$ cat config.mk
export PLATFORM = sky130hd
export DESIGN_NAME = bcd_sseg_mux
export DESIGN_NICKNAME = d
export VERILOG_FILES = /design/src/rtl/bcd_disp_pkg.sv /design/src/rtl/sseg_decode.sv /design/src/rtl/bcd_sseg_mux.sv
export SDC_FILE = /design/constraint.sdc
export NUM_CORES = 1
export LEC_CHECK = 0
export BUFFER_PORTS_ARGS = -buffer_cell sky130_fd_sc_hd__buf_4
export CAP_MARGIN = 10
export CELL_PAD_IN_SITES_DETAIL_PLACEMENT = 1
export CELL_PAD_IN_SITES_GLOBAL_PLACEMENT = 1
export CORE_MARGIN = 5
export CORE_UTILIZATION = 40
export DETAILED_ROUTE_END_ITERATION = 10
export PLACE_DENSITY_LB_ADDON = 0.1
export SLEW_MARGIN = 20
export SYNTH_ARGS = -nofsm -noshare
export SYNTH_HDL_FRONTEND = slang
export SYNTH_HIERARCHICAL = 1
export SYNTH_SLANG_ARGS = --single-unit
$ cat constraint.sdc
create_clock -name clk -period 3.06 [get_ports clk]
set_clock_uncertainty 0.05 [all_clocks]
set_input_delay 0.612 -clock clk [delete_from_list [all_inputs] [get_ports clk]]
set_output_delay 0.612 -clock clk [all_outputs]
set_load 0.01 [all_outputs]
$ cat src/rtl/bcd_disp_pkg.sv
// Shared definitions for the BCD 7-segment display stage.
// Segment patterns are active-low, bit order {dp,g,f,e,d,c,b,a}, dp bit idle (1).
package bcd_disp_pkg;

  localparam logic SEG_ACTIVE_LOW = 1'b1;
  localparam logic SEG_ON         = ~SEG_ACTIVE_LOW;

  localparam logic [7:0] SEG_0     = 8'hC0;
  localparam logic [7:0] SEG_1     = 8'hF9;
  localparam logic [7:0] SEG_2     = 8'hA4;
  localparam logic [7:0] SEG_3     = 8'hB0;
  localparam logic [7:0] SEG_4     = 8'h99;
  localparam logic [7:0] SEG_5     = 8'h92;
  localparam logic [7:0] SEG_6     = 8'h82;
  localparam logic [7:0] SEG_7     = 8'hF8;
  localparam logic [7:0] SEG_8     = 8'h80;
  localparam logic [7:0] SEG_9     = 8'h90;
  localparam logic [7:0] SEG_BLANK = 8'hFF;
  localparam logic [7:0] SEG_MINUS = 8'hBF;
  localparam logic [7:0] SEG_ERR   = 8'h86;

  // Non-decimal codes (10..15) render as "E".
  function automatic logic [7:0] digit_to_seg(input logic [3:0] code);
    logic [7:0] seg;
    case (code)
      4'd0:    seg = SEG_0;
      4'd1:    seg = SEG_1;
      4'd2:    seg = SEG_2;
      4'd3:    seg = SEG_3;
      4'd4:    seg = SEG_4;
      4'd5:    seg = SEG_5;
      4'd6:    seg = SEG_6;
      4'd7:    seg = SEG_7;
      4'd8:    seg = SEG_8;
      4'd9:    seg = SEG_9;
      default: seg = SEG_ERR;
    endcase
    return seg;
  endfunction

endpackage

$ cat src/rtl/sseg_decode.sv
// Combinational glyph decoder for one display position.
//   code_i  : BCD digit code
//   blank_i : position suppressed (leading zero)
//   minus_i : position shows the minus sign (overrides blank)
//   dp_i    : light the decimal point (ignored when blank/minus)
//   seg_o   : active-low {dp,g,f,e,d,c,b,a}
module sseg_decode
  import bcd_disp_pkg::*;
(
  input  logic [3:0] code_i,
  input  logic       blank_i,
  input  logic       minus_i,
  input  logic       dp_i,
  output logic [7:0] seg_o
);

  always_comb begin
    seg_o = digit_to_seg(code_i);
    if (dp_i)    seg_o[7] = SEG_ON;
    if (blank_i) seg_o    = SEG_BLANK;
    if (minus_i) seg_o    = SEG_MINUS;
  end

endmodule

$ cat src/rtl/bcd_sseg_mux.sv
// Multiplexed common-anode 7-segment driver fed by a BCD converter.
// Shadows the converter result on load, blanks leading zeros, places the
// minus sign, and scans one digit per 2**DIV_W clocks.
//   clk, reset : clock, async active-high reset
//   load       : capture strobe for bcd/sign/dp_idx/dp_en
//   bcd        : packed digits, digit 0 in [3:0]
//   sign       : 1 = negative
//   dp_idx     : decimal point position, dp_en enables it
//   blank      : all anodes off (scan keeps running)
//   an         : active-low anode enables
//   sseg       : active-low segments {dp,g,f,e,d,c,b,a}
//   sign_led   : latched sign
module bcd_sseg_mux
  import bcd_disp_pkg::*;
#(
  parameter int unsigned BCD_N = 4,
  parameter int unsigned DIV_W = 16,
  localparam int unsigned IDX_W = (BCD_N > 1) ? $clog2(BCD_N) : 1
) (
  input  logic               clk,
  input  logic               reset,
  input  logic               load,
  input  logic [BCD_N*4-1:0] bcd,
  input  logic               sign,
  input  logic [IDX_W-1:0]   dp_idx,
  input  logic               dp_en,
  input  logic               blank,
  output logic [BCD_N-1:0]   an,
  output logic [7:0]         sseg,
  output logic               sign_led
);

  logic [BCD_N*4-1:0] bcd_q;
  logic               sign_q;
  logic [IDX_W-1:0]   dp_idx_q;
  logic               dp_en_q;
  logic [DIV_W-1:0]   cnt_q,  cnt_d;
  logic [IDX_W-1:0]   idx_q,  idx_d;
  logic [BCD_N-1:0]   an_q,   an_d;
  logic [7:0]         sseg_q, sseg_d;

  logic               dp_valid;
  logic [31:0]        dp_eff;
  logic               zero_run;
  logic [BCD_N-1:0]   blank_vec;
  logic [BCD_N-1:0]   minus_vec;
  logic [3:0]         cur_code;
  logic               cur_dp;
  logic [7:0]         dec_seg;

  // Blanking covers the contiguous run of zero digits above both the most
  // significant nonzero digit and the decimal point; an out-of-range dp_idx
  // behaves like position 0 for blanking and shows no point.
  always_comb begin
    dp_valid  = (32'(dp_idx_q) < BCD_N);
    dp_eff    = dp_valid ? 32'(dp_idx_q) : 32'd0;
    zero_run  = 1'b1;
    blank_vec = '0;
    for (int unsigned i = 0; i < BCD_N; i++) begin
      zero_run = zero_run && (bcd_q[(BCD_N-1-i)*4 +: 4] == 4'd0);
      blank_vec[BCD_N-1-i] = zero_run && ((BCD_N-1-i) > dp_eff);
    end
    // Minus sits on the lowest blanked position; digit 0 is never blanked.
    minus_vec = '0;
    for (int unsigned i = 1; i < BCD_N; i++) begin
      minus_vec[i] = sign_q && blank_vec[i] && !blank_vec[i-1];
    end
  end

  always_comb begin
    cur_code = bcd_q[{idx_q, 2'b00} +: 4];
    cur_dp   = dp_en_q && dp_valid && (idx_q == dp_idx_q);
  end

  sseg_decode u_decode (
    .code_i  (cur_code),
    .blank_i (blank_vec[idx_q]),
    .minus_i (minus_vec[idx_q]),
    .dp_i    (cur_dp),
    .seg_o   (dec_seg)
  );

  always_comb begin
    cnt_d = cnt_q + 1'b1;
    idx_d = idx_q;
    if (cnt_q == '1) begin
      idx_d = (idx_q == IDX_W'(BCD_N - 1)) ? '0 : idx_q + 1'b1;
    end
    an_d = '1;
    if (!blank) an_d[idx_q] = 1'b0;
    sseg_d = blank ? SEG_BLANK : dec_seg;
  end

  always_ff @(posedge clk or posedge reset) begin
    if (reset) begin
      bcd_q    <= '0;
      sign_q   <= 1'b0;
      dp_idx_q <= '0;
      dp_en_q  <= 1'b0;
      cnt_q    <= '0;
      idx_q    <= '0;
      an_q     <= '1;
      sseg_q   <= SEG_BLANK;
    end else begin
      if (load) begin
        bcd_q    <= bcd;
        sign_q   <= sign;
        dp_idx_q <= dp_idx;
        dp_en_q  <= dp_en;
      end
      cnt_q  <= cnt_d;
      idx_q  <= idx_d;
      an_q   <= an_d;
      sseg_q <= sseg_d;
    end
  end

  assign an       = an_q;
  assign sseg     = sseg_q;
  assign sign_led = sign_q;

endmodule
==> flow_summary.toml, run 1 <==
[status]
run_status = "finished clean"

[cts]
cts_buffers = 5
clkSinkCount = 50
cts-root-to-sink-buffers = 2
clkLatencyLatePin_ps = 300
clk_pin_slew_worst_paths_ps = 90
tritoncts = "yes"
cts_setup_buffers = 0
cts-hold-fix-buffers = 0
cts_root_buffer = "clkbuf_8"
cts_resized = 0
clock_tree.htree_level_count = 2

[grt]
grt_max_degree = 51
antenna_found_initial = 0
grt_pass1_vias = 1663
grt_usage = 0.1373
globalRoute.totalOverflow = 0
grt_first_pass_wirelength_um = 8183

[yosys]
ys.flop_type = "dfrtp_1"
synth.distinct_cells = 39
async_flop_share = 1.000
synth_warnings = 6
seq_area_frac_synth = 0.5222
synth.ff_latch_count = 50
number_of_enable_flip_flop_cells_after_synthesis = 0
synthesis.area_um2 = 2425
syn-instance-count = 195
syn_avg_cell_area_um2 = 12.44
postSynthNetCount = 229

[floorplan]
die_w_um = 87.86
rows = 28
core_area_um2 = 5921
ioPinCount = 37
design.die.area_um2 = 7719
dieHeight_um = 87.86
initial_core_util = 0.4096

[final_layout]
post_route_cells_drive_above_1_share = 0.4138
finalInstanceArea_um2 = 2831
most_common_cell_after_layout_fill_and_taps_aside = "dfrtp_1"
finish.cell_count_without_fillers = 307
areaGrowthSynthToFinish_pct = 16.77
design.final.nets = 265
layout_common_cells = "38 x dfrtp_1, 36 x buf_4, 19 x mux2_2"
fillCellCount = 633
num_antenna_cells = 0

[power_and_ir_drop]
ir_worst_vdd_v = 0.0001938
power_density_nw_per_um2 = 453.2
power.leakage_nw = 1.234
totalPowerFinal_mw = 1.283

[setup_path]
cp-start-kind = "flop"
timing.critical_path.fanout_max = 11
critical_path_sink_type = "flop"
critical_path_required_ps = 3240
arrival_ps = 2500
worst-setup-path-type = "reg -> reg"

[timing]
drv_slew = 0
fin_ws_ps = 740.3
timing.fmax_mhz = 431.1
timing.slew.headroom = 0.4349
final.setup.tns_ps = 0
timing.final.setup_violations = 0
finalCriticalPeriod_ps = 2320
hold_viol = 0
tightest_slew_ps = 846.7
timing.final.crit_share = 0.7581
setup_repair_after_global_routing_missed_its_margin = "false"

[min_path]
worstHoldPathType = "in -> async"

[detailed_routing]
routed_wirelength_um = 4821
drc = 0
antenna_left = 0
drt-pass1-iter-count = 4
first_iter_violations = 42
vias = 1540
via_per_inst = 5.016
wire_per_inst_um = 15.70

[placement]
dp_slack_ps = 739.9
detailed_place.area_um2 = 2746
dp_hpwl_um = 3734
gpl.final_weighted_congestion = 0.7406
place.port_buffers = 36
place.detailed.instances = 299

[job]
maxCapViolations = 0
[final timing paths]
check,startpoint,to,slack [ps],depth (start not counted)
setup / recovery,idx_q[0]$_DFFE_PP0N_,sseg[4]$_DFF_PP1_,740,6
setup reg to reg,idx_q[0]$_DFFE_PP0N_,sseg[4]$_DFF_PP1_,740,6
hold reg to reg,cnt_q[0]$_DFF_PP0_,cnt_q[0]$_DFF_PP0_,430,1
min in group clk,cnt_q[0]$_DFF_PP0_,cnt_q[0]$_DFF_PP0_,430,1
hold / removal,reset,cnt_q[11]$_DFF_PP0_,400,2
max in group asynchronous,reset,bcd_q[0]$_DFFE_PP0P_,2050,2
[report_power, final]
group / internal (mW) / switching [mW]
clock network: 0.162 / 0.219
logic: 0.0933 / 0.0765
registers: 0.706 / 0.0266
total: 0.961 / 0.322
[final cells by class]
class / count / area [um2] / area share
clock buffer: 7 / 76.32 / 0.02696
clock inverter: 1 / 7.507 / 0.002651
inverter: 10 / 38.79 / 0.01370
multi-input combinational: 128 / 1079 / 0.3809
sequential: 50 / 1266 / 0.4472
tap: 75 / 93.84 / 0.03314
timing repair buffer: 36 / 270.3 / 0.09545
[metal layers]
metal | GRT usage | vias to the layer above | wire length (um) | part of all wire
met3 | 0.04139 | 10 | 300 | 0.062
met1 | 0.1743 | 757 | 2172 | 0.45
met2 | 0.2247 | 41 | 2266 | 0.47
met5 | 0 | - | 0 | 0
met4 | 0.04463 | 0 | 82 | 0.017
li1 | - | 732 | - | -
[through the flow]
stage	util	hold WS (ps)
finish	0.4782	404.0
global route	0.4782	447.1
CTS	0.4780	431.4
detailed placement	0.4639	413.3
global placement	0.4639	405.6
floorplan	-	388.7
[state kept, by name, summed over array words and instances, names as in the netlist]
register	flops
cnt_q	16
sseg	8
idx_q	2
dp_idx_q	2
sign_led	1
dp_en_q	1
an	4
bcd_q	16
[cells in the mapped netlist, types with 2 or more instances]
cell type	number	area share
dfrtp_1	38	0.39
mux2_2	19	0.088
nand2_1	14	0.022
xnor2_1	13	0.047
dfstp_2	12	0.13
ha_1	10	0.052
inv_1	10	0.015
or2_2	9	0.023
nand3_1	7	0.014
nor2_1	7	0.011
o21ai_0	6	0.012
nor4_1	5	0.013
clkbuf_1	4	0.0062
mux4_2	4	0.037
nand2b_1	4	0.010
a21oi_1	3	0.0062
mux2_4	3	0.019
xor2_1	3	0.011
a21boi_0	2	0.0062
and3_1	2	0.0052
buf_6	2	0.0093
[kinds of logic (layout without fill, tap and decap cells)]
group                    count (synthesis)  in the layout  synth area share
buffers and inverters                   17             54           0.03302
flip-flops                              50             50            0.5222
multiplexers                            26             26            0.1440
adder cells (fa/ha/maj)                 10             10           0.05160
XOR/XNOR                                16             16           0.05779
AO/OA/AOI/OAI                           19             19           0.05057
AND/OR/NAND/NOR                         57             57            0.1409
[worst max-delay path: stages (launching register included)]
cell and delay (ps):
dfrtp_1 640, mux4_2 620, ha_1 230, mux2_4 260
o21ai_1 110, nand2_1 60, or2_2 280
Note: power is estimated with default switching activity, not from simulation.
==> run 2, diff against run 1 <==
==> constraint.sdc (replaced) <==
create_clock -name clk -period 1.9 [get_ports clk]
set_clock_uncertainty 0.05 [all_clocks]
set_input_delay 0.38 -clock clk [delete_from_list [all_inputs] [get_ports clk]]
set_output_delay 0.38 -clock clk [all_outputs]
set_load 0.01 [all_outputs]
==> flow_summary.toml, run 2 (synthesis gave the netlist of run 1 again) <==
[setup_path]
critical_path_buf_inv_count = 1
crit_path_cell_trace = "buf_6 -> mux4_2 -> ha_4 -> mux2_4 -> o21ai_2 -> nand2_1 -> or2_4"
timing.critical_path.fanout_max = 4
critical_path_required_ps = 2090
critPathSlowestCell = "mux4_2"
critical_path_sink_type = "flop"
launching_point_of_the_worst_reg2reg_path = "bcd_q[8]$_DFFE_PP0P_"
worstSetupStartpoint = "bcd_q[8]$_DFFE_PP0P_"
reg2reg_to = "sseg[4]$_DFF_PP1_"
critical-path-max-stage-delay_ps = 530
critical-path-top-delay-family = "multiplexers"
cp-start-kind = "flop"
worst-path-stages = 7
arrival_ps = 2200
worst-setup-path-type = "reg -> reg"
worst-r2r-setup-slack_ps = -110
endpoint = "sseg[4]$_DFF_PP1_"
reg2regPathDepth = 7

[final_layout]
num_antenna_cells = 0
seq_area_um2 = 1267
areaGrowthSynthToFinish_pct = 32.46
most_common_cell_after_layout_fill_and_taps_aside = "buf_4"
design.final.nets = 292
layout_common_cells = "56 x buf_4, 37 x dfrtp_1, 19 x mux2_2"
area_of_the_multi_input_gates_um2 = 1196
fillCellCount = 626
finalInstanceArea_um2 = 3212
finish.cell_count_without_fillers = 334
post_route_cells_drive_above_1_share = 0.5521

[placement]
detailed_place.area_um2 = 2949
place.detailed.instances = 322
place.port_buffers = 36
dp_hpwl_um = 4151
gpl.final_weighted_congestion = 0.8038

[floorplan]
design.die.area_um2 = 7719
dieHeight_um = 87.86
rows = 28
die_w_um = 87.86
initial_core_util = 0.4096
core_area_um2 = 5921
ioPinCount = 37

[detailed_routing]
wire_per_inst_um = 16.41
via_per_inst = 4.973
routed_wirelength_um = 5480
antenna_left = 0
drc = 0
drt-pass1-iter-count = 4
vias = 1661
first_iter_violations = 27

[timing]
timing.final.crit_share = 1.060
finalCriticalPeriod_ps = 2014
tightest_slew_ps = 480.3
timing.fmax_mhz = 496.6
final.setup.tns_ps = -461.1
hold_viol = 0
timing.slew.headroom = 0.6793
fin_worst_hold_slack_ps = 48.67
setup_repair_after_global_routing_missed_its_margin = "true"
drv_slew = 0
fin_ws_ps = -113.6
timing.final.setup_violations = 8

[min_path]
worstHoldPathType = "in -> async"

[job]
maxCapViolations = 0

[power_and_ir_drop]
power.leakage_nw = 1.409
totalPowerFinal_mw = 2.313
power_density_nw_per_um2 = 720.2
ir_worst_vdd_v = 0.0003929

[cts]
cts_root_buffer = "clkbuf_8"
clk_pin_slew_worst_paths_ps = 90
cts-root-to-sink-buffers = 2
clock_tree.htree_level_count = 2
clkSinkCount = 50
clkLatencyLatePin_ps = 300
tritoncts = "yes"
cts_buffers = 5

[grt]
grt_usage = 0.1552
grt_max_degree = 30
globalRoute.totalOverflow = 0
grt_first_pass_wirelength_um = 9252
grt_pass1_vias = 1877
antenna_found_initial = 0

[status]
violations = "negative setup slack"
run_status = "finished, violations left"
[run 2: repair_timing]
item	in CTS	in global routing
gates resized for setup	23	15
setup buffers	3	1
hold buffers	0	0
gates cloned	0	0
setup endpoints to repair	8	8
hold endpoints to repair	0	0
pin swaps	9	5
[run 2: area by class of cell]
type,count,area share
Timing Repair Buffer,63,0.1582
Tap cell,75,0.02922
Inverter,10,0.01247
Multi-Input combinational cell,128,0.3724
Clock inverter,1,0.009349
Sequential cell,50,0.3946
Clock buffer,7,0.02376
[run 2: where the power goes]
| group | leakage [nW] | internal, mW | total, mW | switching [mW] |
|---|---|---|---|---|
| Sequential | 0.596 | 1.14 | 1.18 | 0.0423 |
| Combinational | 0.761 | 0.227 | 0.394 | 0.167 |
| Clock | 0.0524 | 0.394 | 0.739 | 0.345 |
| Total | 1.41 | 1.76 | 2.31 | 0.555 |
[run 2: worst min path at each step]
stage / slack [ps] / endpoint / cells after the start
detailed placement: 390 / cnt_q[9]$_DFF_PP0_ / 2
global placement: 370 / cnt_q[9]$_DFF_PP0_ / 2
floorplan: 390 / cnt_q[14]$_DFF_PP0_ / 1
CTS: 60 / cnt_q[9]$_DFF_PP0_ / 2
finish: 50 / cnt_q[7]$_DFF_PP0_ / 2
global route: 80 / cnt_q[7]$_DFF_PP0_ / 2
[run 2: stage by stage]
step	setup slack [ps]	utilization
finish	-113.6	0.5425
global route	-186.5	0.5425
CTS	-118.0	0.5319
detailed placement	-151.1	0.4981
global placement	-84.19	0.4981
floorplan	-113.6	-
[run 2: routing by layer]
metal	wire length, um	global-route usage	up-vias
li1	-	-	789
met1	2425	0.1957	832
met2	2749	0.2712	34
met3	260	0.03669	6
met4	44	0.03347	0
met5	0	0	-
==> run 3, diff against run 2 <==
--- a/config.mk
+++ b/config.mk
@@ -10,7 +10,7 @@
 export CELL_PAD_IN_SITES_DETAIL_PLACEMENT = 1
 export CELL_PAD_IN_SITES_GLOBAL_PLACEMENT = 1
 export CORE_MARGIN = 5
-export CORE_UTILIZATION = 40
+export CORE_UTILIZATION = 49
 export DETAILED_ROUTE_END_ITERATION = 10
 export PLACE_DENSITY_LB_ADDON = 0.1
 export SLEW_MARGIN = 20
==> constraint.sdc (replaced) <==
create_clock -name clk -period 2.32 [get_ports clk]
set_clock_uncertainty 0.05 [all_clocks]
set_input_delay 0.464 -clock clk [delete_from_list [all_inputs] [get_ports clk]]
set_output_delay 0.464 -clock clk [all_outputs]
set_load 0.01 [all_outputs]
==> flow_summary.toml, run 3 (synthesis gave the netlist of run 1 again) <==
[cts]
cts_root_buffer = "clkbuf_8"
cts-root-to-sink-buffers = 2
tritoncts = "yes"
cts_buffers = 5
clkSinkCount = 50
clock_tree.htree_level_count = 2
cts_setup_buffers = 0
clk_pin_slew_worst_paths_ps = 100
cts-hold-fix-buffers = 0
cts_resized = 0
clkLatencyLatePin_ps = 310

[setup_path]
launching_point_of_the_worst_reg2reg_path = "idx_q[0]$_DFFE_PP0N_"
critical_path_required_ps = 2500
endpoint = "sseg[4]$_DFF_PP1_"
critical_path_sink_type = "flop"
worstSetupStartpoint = "idx_q[0]$_DFFE_PP0N_"
reg2reg_to = "sseg[4]$_DFF_PP1_"
worst-r2r-setup-slack_ps = 200
cp-start-kind = "flop"
arrival_ps = 2290
worst-setup-path-type = "reg -> reg"
reg2regPathDepth = 6
timing.critical_path.fanout_max = 5

[timing]
timing.slew.headroom = 0.5969
tightest_slew_ps = 604.7
setup_repair_after_global_routing_missed_its_margin = "false"
hold_viol = 0
fin_worst_hold_slack_ps = 257.9
timing.fmax_mhz = 472.8
finalCriticalPeriod_ps = 2115
drv_slew = 0
final.setup.tns_ps = 0
timing.final.setup_violations = 0
timing.final.crit_share = 0.9117
fin_ws_ps = 204.8

[final_layout]
areaGrowthSynthToFinish_pct = 18.01
design.final.nets = 268
most_common_cell_after_layout_fill_and_taps_aside = "buf_4"
layout_common_cells = "39 x buf_4, 37 x dfrtp_1, 19 x mux2_2"
num_antenna_cells = 0
post_route_cells_drive_above_1_share = 0.4426

[detailed_routing]
drc = 0
routed_wirelength_um = 4865
wire_per_inst_um = 16.11
antenna_left = 0
vias = 1579
via_per_inst = 5.228
drt-pass1-iter-count = 3
first_iter_violations = 54

[floorplan]
die_w_um = 80.35
core_area_um2 = 4755
ioPinCount = 37
initial_core_util = 0.5100
dieHeight_um = 80.35
design.die.area_um2 = 6455
rows = 25

[power_and_ir_drop]
totalPowerFinal_mw = 1.700
power_density_nw_per_um2 = 594.3
power.leakage_nw = 1.257
ir_worst_vdd_v = 0.0004069

[grt]
antenna_found_initial = 0
grt_pass1_vias = 1713
globalRoute.totalOverflow = 0
grt_usage = 0.1676
grt_max_degree = 51
grt_first_pass_wirelength_um = 8273

[placement]
gpl.final_weighted_congestion = 0.7321
place.port_buffers = 36
dp_hpwl_um = 3793
dp_slack_ps = 132.6

[min_path]
worstHoldPathType = "in -> async"

[status]
run_status = "finished clean"

[job]
maxCapViolations = 0
[run 3: cell count changes in the layout (fill, tap and decap cells not counted), moves of 3 or more]
cell     previous run  this run
or2_4               9         1
o21ai_0             2         6
buf_6               6         0
or2_2               1         9
buf_4              56        39
ha_1                7        10
[run 3: worst min-delay path by stage]
stage | startpoint | endpoint | slack, ps | depth (start not counted)
2_1_floorplan | cnt_q[14]$_DFF_PP0_ | cnt_q[14]$_DFF_PP0_ | 390 | 1
3_3_place_gp | cnt_q[0]$_DFF_PP0_ | cnt_q[0]$_DFF_PP0_ | 400 | 1
3_5_place_dp | cnt_q[11]$_DFF_PP0_ | cnt_q[11]$_DFF_PP0_ | 410 | 1
4_1_cts | reset | cnt_q[9]$_DFF_PP0_ | 280 | 3
5_1_grt | reset | cnt_q[11]$_DFF_PP0_ | 320 | 3
6_report | reset | cnt_q[9]$_DFF_PP0_ | 260 | 3
[run 3: layer usage]
metal / wire length [um] / track usage / up-vias
li1: - / - / 740
met1: 2138 / 0.2083 / 795
met2: 2429 / 0.2881 / 37
met3: 234 / 0.04036 / 7
met4: 63 / 0.05068 / 0
met5: 0 / 0 / -
[run 3: stage by stage]
stage	cells	utilization	instance area, um2
6_report	302	0.6018	2861
2_1_floorplan	195	-	2425
5_1_grt	302	0.6018	2861
3_5_place_dp	294	0.5803	2759
3_3_place_gp	294	0.5803	2759
4_1_cts	302	0.5984	2845
[run 3: where the power goes]
| part | switching (mW) | internal, mW |
|---|---|---|
| Clock | 0.290 | 0.215 |
| Combinational | 0.103 | 0.125 |
| Sequential | 0.0365 | 0.931 |
| Total | 0.429 | 1.27 |
[run 3: area by class of cell]
class                   count  area (um2)
repair buffers             39       292.8
fillers                   502        1893
clock buffers               6       72.57
inverters                  10       37.54
well taps                  67       83.83
flip-flops and latches     50        1267
clock inverters             2       13.76
multi-input cells         128        1094
[run 3: critical path, stage by stage (launching register included)]
cell and delay [ps]:
dfrtp_2 460, mux4_2 580, ha_1 230, mux2_4 260, o21ai_1 120, nand2_1 70, or2_2 270
